<file path="config.mk">
export PLATFORM = sky130hd
export DESIGN_NAME = pixel_scan_sequencer
export DESIGN_NICKNAME = d
export VERILOG_FILES = /design/src/rtl/pixel_scan_sequencer.sv
export SDC_FILE = /design/constraint.sdc
export NUM_CORES = 1
export LEC_CHECK = 0
export BUFFER_PORTS_ARGS = -buffer_cell sky130_fd_sc_hd__buf_2
export CAP_MARGIN = 20
export CORE_UTILIZATION = 63
export CTS_CLUSTER_DIAMETER = 120
export CTS_CLUSTER_SIZE = 20
export DETAILED_ROUTE_END_ITERATION = 16
export PLACE_DENSITY = 0.83
export SLEW_MARGIN = 15
export SYNTH_ARGS = -nofsm -noshare
export SYNTH_HDL_FRONTEND = slang
export SYNTH_SLANG_ARGS = --single-unit
</file>
<file path="constraint.sdc">
create_clock -name clk -period 7.2 [get_ports clk]
set_input_delay 1.08 -clock clk [delete_from_list [all_inputs] [get_ports clk]]
set_output_delay 1.08 -clock clk [all_outputs]
set_load 0.01 [all_outputs]
</file>
<file path="src/rtl/pixel_scan_sequencer.sv">
// Stonyman frame-capture sequencer: walks row/column addresses, waits the analog
// settle time, requests one ADC capture per pixel and waits for its acknowledge.
module pixel_scan_sequencer #(
    parameter int MAX_RES        = 112,
    parameter int ADDR_BITS      = 7,
    parameter int TIMEOUT_CYCLES = 1023
) (
    input  logic                 clk,
    input  logic                 reset,
    input  logic                 frame_start,
    input  logic                 frame_abort,
    input  logic [ADDR_BITS-1:0] cfg_resolution,
    input  logic [2:0]           cfg_stride,
    input  logic [7:0]           settle_counts,
    input  logic                 adc_capture_done,
    output logic [ADDR_BITS-1:0] pix_row,
    output logic [ADDR_BITS-1:0] pix_col,
    output logic                 addr_strobe,
    output logic                 adc_capture_start,
    output logic                 newline_sample,
    output logic                 frame_busy,
    output logic                 frame_done,
    output logic                 err_overrun,
    output logic                 err_timeout
);

    localparam int W        = ADDR_BITS + 1;
    localparam int TMO_BITS = $clog2(TIMEOUT_CYCLES + 1);
    localparam logic [ADDR_BITS-1:0] MAX_RES_A = ADDR_BITS'(MAX_RES);
    localparam logic [TMO_BITS-1:0]  TMO_LAST  = TMO_BITS'(TIMEOUT_CYCLES - 1);

    typedef enum logic [2:0] {
        IDLE,
        LOAD_ADDR,
        SETTLE,
        CAPTURE_REQ,
        WAIT_DONE,
        ADVANCE,
        DONE
    } state_e;

    state_e                state_q, state_d;
    logic [ADDR_BITS-1:0]  row_q, row_d, col_q, col_d, res_q, res_d;
    logic [2:0]            stride_q, stride_d;
    logic [7:0]            settle_q, settle_d, settle_cnt_q, settle_cnt_d;
    logic [TMO_BITS-1:0]   tmo_q, tmo_d;
    logic                  timeout_hit;

    logic [ADDR_BITS-1:0]  pix_row_q, pix_row_d, pix_col_q, pix_col_d;
    logic                  addr_strobe_q, addr_strobe_d;
    logic                  start_q, start_d;
    logic                  newline_q, newline_d;
    logic                  busy_q, busy_d;
    logic                  done_q, done_d;
    logic                  err_overrun_q, err_overrun_d;
    logic                  err_timeout_q, err_timeout_d;

    // One extra bit so stepping past the last pixel cannot wrap back into range.
    logic [W-1:0] col_sum, row_sum;
    assign col_sum = {1'b0, col_q} + W'(stride_q);
    assign row_sum = {1'b0, row_q} + W'(stride_q);

    // State register and registered outputs.
    always_ff @(posedge clk) begin
        // NOTE: non-blocking assignments keep every register sampling the pre-edge values.
        if (reset) begin
            state_q       <= IDLE;
            row_q         <= '0;
            col_q         <= '0;
            res_q         <= '0;
            stride_q      <= '0;
            settle_q      <= '0;
            settle_cnt_q  <= '0;
            tmo_q         <= '0;
            pix_row_q     <= '0;
            pix_col_q     <= '0;
            addr_strobe_q <= 1'b0;
            start_q       <= 1'b0;
            newline_q     <= 1'b0;
            busy_q        <= 1'b0;
            done_q        <= 1'b0;
            err_overrun_q <= 1'b0;
            err_timeout_q <= 1'b0;
        end else begin
            state_q       <= state_d;
            row_q         <= row_d;
            col_q         <= col_d;
            res_q         <= res_d;
            stride_q      <= stride_d;
            settle_q      <= settle_d;
            settle_cnt_q  <= settle_cnt_d;
            tmo_q         <= tmo_d;
            pix_row_q     <= pix_row_d;
            pix_col_q     <= pix_col_d;
            addr_strobe_q <= addr_strobe_d;
            start_q       <= start_d;
            newline_q     <= newline_d;
            busy_q        <= busy_d;
            done_q        <= done_d;
            err_overrun_q <= err_overrun_d;
            err_timeout_q <= err_timeout_d;
        end
    end

    // Next-state and counter logic.
    always_comb begin
        // NOTE: every signal gets a default first so no path can infer a latch.
        state_d      = state_q;
        row_d        = row_q;
        col_d        = col_q;
        res_d        = res_q;
        stride_d     = stride_q;
        settle_d     = settle_q;
        settle_cnt_d = settle_cnt_q;
        tmo_d        = tmo_q;
        timeout_hit  = 1'b0;

        unique case (state_q)
            IDLE: begin
                if (frame_start) begin
                    if (cfg_resolution == '0)
                        res_d = ADDR_BITS'(1);
                    else if (cfg_resolution > MAX_RES_A)
                        res_d = MAX_RES_A;
                    else
                        res_d = cfg_resolution;
                    stride_d = (cfg_stride == 3'd0) ? 3'd1 : cfg_stride;
                    settle_d = settle_counts;
                    row_d    = '0;
                    col_d    = '0;
                    state_d  = LOAD_ADDR;
                end
            end
            LOAD_ADDR: begin
                if (settle_q == 8'd0) begin
                    state_d = CAPTURE_REQ;
                end else begin
                    settle_cnt_d = settle_q - 8'd1;
                    state_d      = SETTLE;
                end
            end
            SETTLE: begin
                if (settle_cnt_q == 8'd0)
                    state_d = CAPTURE_REQ;
                else
                    settle_cnt_d = settle_cnt_q - 8'd1;
            end
            CAPTURE_REQ: begin
                tmo_d   = '0;
                state_d = WAIT_DONE;
            end
            WAIT_DONE: begin
                if (adc_capture_done) begin
                    state_d = ADVANCE;
                end else if (tmo_q == TMO_LAST) begin
                    timeout_hit = 1'b1;
                    state_d     = IDLE;
                end else begin
                    tmo_d = tmo_q + TMO_BITS'(1);
                end
            end
            ADVANCE: begin
                if (col_sum >= {1'b0, res_q}) begin
                    col_d = '0;
                    if (row_sum >= {1'b0, res_q}) begin
                        state_d = DONE;
                    end else begin
                        row_d   = row_sum[ADDR_BITS-1:0];
                        state_d = LOAD_ADDR;
                    end
                end else begin
                    col_d   = col_sum[ADDR_BITS-1:0];
                    state_d = LOAD_ADDR;
                end
            end
            DONE:    state_d = IDLE;
            default: state_d = IDLE;
        endcase

        // Abort takes priority over an acknowledge, a timeout or completion.
        if (frame_abort && state_q != IDLE) begin
            state_d     = IDLE;
            timeout_hit = 1'b0;
        end
    end

    // Output decode from the next state, so each output lines up with its state.
    always_comb begin
        addr_strobe_d = (state_d == LOAD_ADDR);
        start_d       = (state_d == CAPTURE_REQ);
        newline_d     = start_d && (col_d == '0);
        busy_d        = (state_d != IDLE) && (state_d != DONE);
        done_d        = (state_d == DONE);
        pix_row_d     = addr_strobe_d ? row_d : pix_row_q;
        pix_col_d     = addr_strobe_d ? col_d : pix_col_q;
        err_overrun_d = err_overrun_q | (frame_start && state_q != IDLE);
        err_timeout_d = err_timeout_q | timeout_hit;
    end

    assign pix_row           = pix_row_q;
    assign pix_col           = pix_col_q;
    assign addr_strobe       = addr_strobe_q;
    assign adc_capture_start = start_q;
    assign newline_sample    = newline_q;
    assign frame_busy        = busy_q;
    assign frame_done        = done_q;
    assign err_overrun       = err_overrun_q;
    assign err_timeout       = err_timeout_q;

endmodule
</file>
# Word-level counts from Yosys, hierarchy flattened
# Index checks and enable logic that the tools add are counted.
# Widths: inputs -> output; s select.
dict set report totals {
  register_bits 74
  wordCells 87
}
dict set report classes {
  eq_ne 14
  addsub 5
  n_mux 29
  magnitude_cmp 3
  bitwise 2
  n_reduce_logical 17
}
# op count
set op_table {}
lappend op_table {{$mux 7} 7}
lappend op_table {{$pmux 7 s2} 2}
lappend op_table {{$mux 3} 8}
lappend op_table {{$mux 10} 2}
lappend op_table {{$pmux 10 s2} 1}
lappend op_table {{$pmux 3 s6} 1}
lappend op_table {{$add 7x3->8} 2}
lappend op_table {{$ge 8x7->1} 2}
lappend op_table {{$logic_not 8->1} 2}
lappend op_table {{$mux 8} 2}
lappend op_table {{$pmux 8 s2} 1}
lappend op_table {{$sub 8x1->8 const B} 2}
lappend op_table {{$logic_not 7->1} 2}
lappend op_table {{$add 10x1->10 const B} 1}
lappend op_table {{$eq 10x10->1 const B} 1}
lappend op_table {{$eq 3x2->1 const B} 3}
lappend op_table {{$eq 3x3->1 const B} 3}
lappend op_table {{$ne 2x2->1 const B} 4}
lappend op_table {{$gt 7x7->1 const B} 1}
lappend op_table {{$eq 3x1->1 const B} 2}
lappend op_table {{$logic_not 3->1} 2}
lappend op_table {{$reduce_and 3->1} 2}
lappend op_table {{$reduce_bool 3->1} 2}
lappend op_table {{$mux 1} 5}
lappend op_table {{5 further kinds} 10}

# Logic depth before layout (Yosys ltp)
dict set report logic_depth {
  depth_word 8
  mapped_depth 14
}

# Worst setup path after synthesis
# No wires, ideal clock.
dict set report synth_path {
  kind {reg2reg}
  from {register col_q[0]}
  to {register pix_row_q[6] (netlist: pix_row[6])}
  setup_time_ps 114
  arrival_time_ps 2891
  path_stages_with_launch 14
  path_buffers 1
  synth_period_minus_slack_ps 3005
  required_ps 7086
  path_slack_ps 4195
  path_cell_list {dfxtp_1 > ha_1 > fa_1 > a21o_1 > nand2_1 > xor2_1 > inv_1 > ha_1 > o2111ai_1 > o211ai_2 > nor3b_2 > buf_6 > mux2_2 > a21o_1}
}
dict set report synth_via {
  elab_chain_cells 6
  word_cells_on_any_way 8
  cone_classes {add/sub: 1; order compare: 1; eq/ne: 1; mux: 5}
}
# element line_no
set synth_rtl {}
lappend synth_rtl {{from (decl)} 43} ;# logic [ADDR_BITS-1:0] row_q, row_d, col_q, col_d, res_q, res_d;
lappend synth_rtl {{from (signal assigned)} 87} ;# col_q <= col_d;
lappend synth_rtl {{$add 7x3->8 (*)} 60} ;# assign col_sum = {1'b0, col_q} + W'(stride_q);
lappend synth_rtl {{$ge 8x7->1 (*)} 163} ;# if (col_sum >= {1'b0, res_q}) begin
lappend synth_rtl {{$mux 3} 163}
lappend synth_rtl {{$pmux 3 s6} 118} ;# unique case (state_q)
lappend synth_rtl {{$mux 3} 181} ;# if (frame_abort && state_q != IDLE) begin
lappend synth_rtl {{$eq 3x1->1} 189} ;# addr_strobe_d = (state_d == LOAD_ADDR);
lappend synth_rtl {{to (signal assigned)} 93} ;# pix_row_q <= pix_row_d;
lappend synth_rtl {{to (decl)} 49} ;# logic [ADDR_BITS-1:0] pix_row_q, pix_row_d, pix_col_q, pix_col_d;
# Every way passes the cells marked *; elsewhere a longest branch is shown, timed or not.
# A chain may end at the register's enable or synchronous reset.

# Worst setup path in the final report
dict set report layout_path {
  from {register stride_q[2]}
  to {register pix_row_q[6] (netlist: pix_row[6])}
}
dict set report layout_via {
  elab_chain_cells 7
  word_cells_on_any_way 12
  cone_classes {add/sub: 2; order compare: 2; eq/ne: 1; mux: 7}
}
# element line_no
set layout_rtl {}
lappend layout_rtl {{from (decl)} 44} ;# logic [2:0] stride_q, stride_d;
lappend layout_rtl {{from (signal assigned)} 89} ;# stride_q <= stride_d;
lappend layout_rtl {{$add 7x3->8} 61} ;# assign row_sum = {1'b0, row_q} + W'(stride_q);
lappend layout_rtl {{$ge 8x7->1} 165} ;# if (row_sum >= {1'b0, res_q}) begin
lappend layout_rtl {{$mux 3} 165}
lappend layout_rtl {{$mux 3} 163}
lappend layout_rtl {{$pmux 3 s6} 118}
lappend layout_rtl {{$mux 3} 181}
lappend layout_rtl {{$eq 3x1->1} 189}
# Several ways; a longest one is shown, not always the timed one.

==> results summary <==
Between clock sinks in the finished design, the worst skew comes to 0.00665 ns. The tree is rooted in a clkbuf_8. The first global-routing pass estimated 15100 um of wire.

The number of slew-limit violations in the final report came to 0. The post-layout net count is 564. The initial utilization of the core area, before any placement, comes to 0.669. The commonest cells after synthesis are dfxtp_1 (74), nor2_1 (70), nand2_1 (59). In the post-synthesis netlist, the biggest area contributors are dfxtp_1 (37%), ha_1 (7.1%), nor2_1 (6.5%), nand2_1 (5.5%), a21oi_1 (3.7%). The number of buffers added by the clock tree synthesis step is 9. The HPWL after detailed placement came out at 6670 um. The clock latency on the worst-skew pair is 0.35 ns. The number of maximum-capacitance violations came out at 0.

The async set-reset flop share out of synthesis came out at 0. The distinct cell type count after synthesis is 57. The actual transition at the worst max-transition pin is 0.960 ns. VDD sags by at most 0.261 mV. The synthesized netlist net count came out at 531. The detailed-router iteration count before antenna repair came out at 5. The worst path arrival time came out at 3.90 ns.

The count of standard-cell rows is 28. The most used flip-flop cell after synthesis is dfxtp_1. Synthesis produced 483 cells. The total length of routed wires is 9240 um.

The number of buffers inserted for hold repair after clock tree synthesis came out at 0. The synthesized netlist occupies a cell area of 0.00405 mm2. The minimum setup slack among reg-to-reg paths is 3.55 ns. The mean routed wirelength per cell came out at 15.5 um. Setup repair after global routing left no endpoint under its margin. Of all cell types, the one taking the most synthesized area is dfxtp_1.

In the post-synthesis netlist, the cell with the most instances is dfxtp_1. The Yosys step of the flow raised 0 warnings. The die covers 0.00676 mm2. The total overflow left after global routing is 0. The cell type of the slowest stage on the worst timing path is nor3b_2. Measured against its own limit, the worst slew margin works out to 0.358. The worst setup path startpoint is stride_q[2]$_SDFFE_PP0P_. The run finished with clean final reports.

The filler cell count is 490. The worst path needs 3.65 ns of the cycle, external delays included. The starting DRC count in detailed routing is 177. The signal on the critical path passes through ha_1 > nand3_1 > and2_1 > nor2_1 > xor2_1 > ha_1 > a21o_1 > a21oi_1 > o211ai_1 > nor3b_2 > mux2_2 > a21o_1. The startpoint of the lowest-slack register-to-register path is stride_q[2]$_SDFFE_PP0P_. The fraction of power consumed by sequential logic came out at 0.372. The number of enable-type register cells in the synthesized netlist is 0.

The height of the chip is 82.2 um. In the final timing run, aggregate negative setup slack is 0 ns. The setup fix buffers added after clock tree synthesis is 0. The kind of start point of the critical path is a flop. Measured on the finished design, the core utilization comes to 0.746. In this run the tool buffered the top-level ports with 43 buffer cells. In the final layout, the share of cells above drive strength 1 is 0.152. The power per unit of standard cell area is 333 mW/mm2. The number of antenna violations at the first check in global routing is 0. The area of the core came out at 0.00606 mm2. The final hold violation count is 0. The detail route stage leaves a number of antenna-violating nets equal to 0. For the worst setup path, the data required time is 7.45 ns.

The switching portion of total power is 0.381. The die is 82.2 um wide. The delay contributed by the slowest stage of the critical path came out at 0.59 ns. For this run, the total global-route usage over all layers was measured as 0.294. Detailed routing inserted a total of 3594 vias. The repair_antennas step left the layout with diodes totalling 0.

In this run the count of I/O pins placed on the die edge is 44. The internal power contribution came out at 0.000930 W. The worst setup path is captured at a flop. The maximum number of pins on one net before global-route repair is 70. Averaged over all synthesized cells, the footprint is 8.39 um2. The maximum clock path buffer count came out at 2.

Setup violations remaining at the end of the flow were counted as 0. The area share of the largest cell type after synthesis came out at 0.365. The via density per instance is 6.03. The number of global-route vias before repair is 3331. Summed over all cells, the static leakage comes to 1.88 nW.

The count of H-tree levels built during CTS came out at 3. The number of register bits inferred by synthesis came out at 74. The congestion estimate from routability-driven global placement came to 0.932.

The clock transition at the register clock pins on the worst setup and hold paths after CTS came out at 0.08 ns. The net switching power of the design is 0.000574 W. The clock network fraction of design power came out at 0.262. The total of cells resized after clock tree synthesis came out at 0. Relative to the synthesized area, the layout overhead comes to 11.6%.

The worst hold path was traced through 2 stages. The maximum clock rate came out at 0.274 GHz. The critical path is of the flop to flop type. The reg-to-reg endpoint is pix_row[6]$_SDFFE_PP0N_. The cell area reported after detailed placement is 0.00428 mm2.

The worst hold path belongs to the class flop to flop. Clock tree synthesis found a total of 74 sinks. Of all nets on the critical path, the largest fanout is 7. After routing the design area is 0.00452 mm2. Following the worst setup path forward leads to its endpoint at pix_row[6]$_SDFFE_PP0N_. The part of the total power dissipated in combinational logic came out at 0.365.

The ratio of final minimum period to clock period came out at 0.507. The number of design rule violations left after detail routing came out at 0. For this run, the register share of the synthesized area comes to 0.365.

The number of cells on the worst reg-to-reg path is 12. TritonCTS built the clock tree.
-- metal layers --
metal / track usage / vias up / part of all wire
li1: - / 1778 / -
met4: 0.130 / 0 / 0.025
met2: 0.522 / 118 / 0.50
met1: 0.349 / 1677 / 0.43
met5: 0 / - / 0
met3: 0.0440 / 21 / 0.046
-- worst min-delay path by stage --
stage                          startpoint               endpoint  slack (ns)
floorplan           res_q[4]$_SDFFE_PP0P_  res_q[4]$_SDFFE_PP0P_        0.44
global placement    res_q[4]$_SDFFE_PP0P_  res_q[4]$_SDFFE_PP0P_        0.45
detailed placement  res_q[6]$_SDFFE_PP0P_  res_q[6]$_SDFFE_PP0P_        0.45
CTS                 res_q[6]$_SDFFE_PP0P_  res_q[6]$_SDFFE_PP0P_        0.46
global route        res_q[5]$_SDFFE_PP0P_  res_q[5]$_SDFFE_PP0P_        0.50
finish              res_q[6]$_SDFFE_PP0P_  res_q[6]$_SDFFE_PP0P_        0.46
-- state kept, by name, summed over array words and instances, names as in the netlist, 3 cells and up --
signal and flops:
tmo_q 10, settle_cnt_q 8, settle_q 8, col_q 7, pix_col 7, pix_row 7, res_q 7, row_q 7
state_q 3, stride_q 3
-- cell families after synthesis --
family / count (synthesis) / share of synthesized area
simple gates: 208 / 0.249
compound gates: 105 / 0.188
flops: 74 / 0.365
buf+inv: 38 / 0.0401
fa+ha+maj: 25 / 0.0809
xor+xnor: 20 / 0.0432
mux: 13 / 0.0333
-- power groups by stage --
| stage | Sequential, W | Combinational [W] | Clock, W |
|---|---|---|---|
| after floorplan | 0.000550 | 0.000424 | 0 |
| after global routing | 0.000570 | 0.000615 | 0.000412 |
| after detailed placement | 0.000567 | 0.000541 | 0 |
| after CTS | 0.000558 | 0.000546 | 0.000399 |
| final | 0.000560 | 0.000550 | 0.000395 |
| after global placement | 0.000562 | 0.000523 | 0 |
-- through the flow --
stage	hold WS, ns	power [W]	setup WS, ns	std cells
2_1_floorplan	0.436	0.000974	4.19	483
3_5_place_dp	0.451	0.00111	3.59	580
6_report	0.462	0.00150	3.55	596
4_1_cts	0.462	0.00150	3.57	596
3_3_place_gp	0.445	0.00109	3.71	580
5_1_grt	0.497	0.00160	3.31	596
-- critical path: cells and delay by family (launching register included) --
kind,cells,cell delay (ns)
simple gates,4,1.05
compound gates,4,0.81
fa+ha+maj,2,0.66
mux,1,0.42
flops,1,0.36
xor+xnor,1,0.24
-- placed cells by master, fill, tap and decap left out, drive strengths merged, types with 3 or more instances in the layout --
cell type | synthesis | routed
nor3b | 6 | 6
o211ai | 4 | 4
nand2 | 59 | 59
buf | 9 | 45
ha | 23 | 23
nand4 | 7 | 7
a211oi | 15 | 15
nand2b | 6 | 6
nand3 | 11 | 11
xnor2 | 9 | 9
dfxtp | 74 | 74
bufinv | 0 | 3
xor2 | 11 | 11
a21oi | 30 | 30
nor2b | 8 | 8
nor4 | 5 | 5
nor2 | 70 | 70
a22oi | 10 | 10
a211o | 3 | 3
and2 | 3 | 3
nor3 | 15 | 15
or3 | 5 | 5
inv | 15 | 15
mux2i | 9 | 9
clkbuf | 14 | 10
o21ai | 10 | 10
o2111ai | 5 | 5
nor4b | 3 | 3
a2111oi | 4 | 4
mux2 | 4 | 4
a31oi | 6 | 6
a21o | 9 | 9
-- layout make-up --
type                    count  area (um2)  area share
clock buffers              10         128      0.0282
repair buffers             45         230      0.0509
multi-input cells         371        2420       0.535
well taps                  75        93.8      0.0207
flip-flops and latches     74        1480       0.328
inverters                  15        56.3      0.0124
clock inverters             6         115      0.0254
No activity file was read; power rests on OpenSTA's default activity.
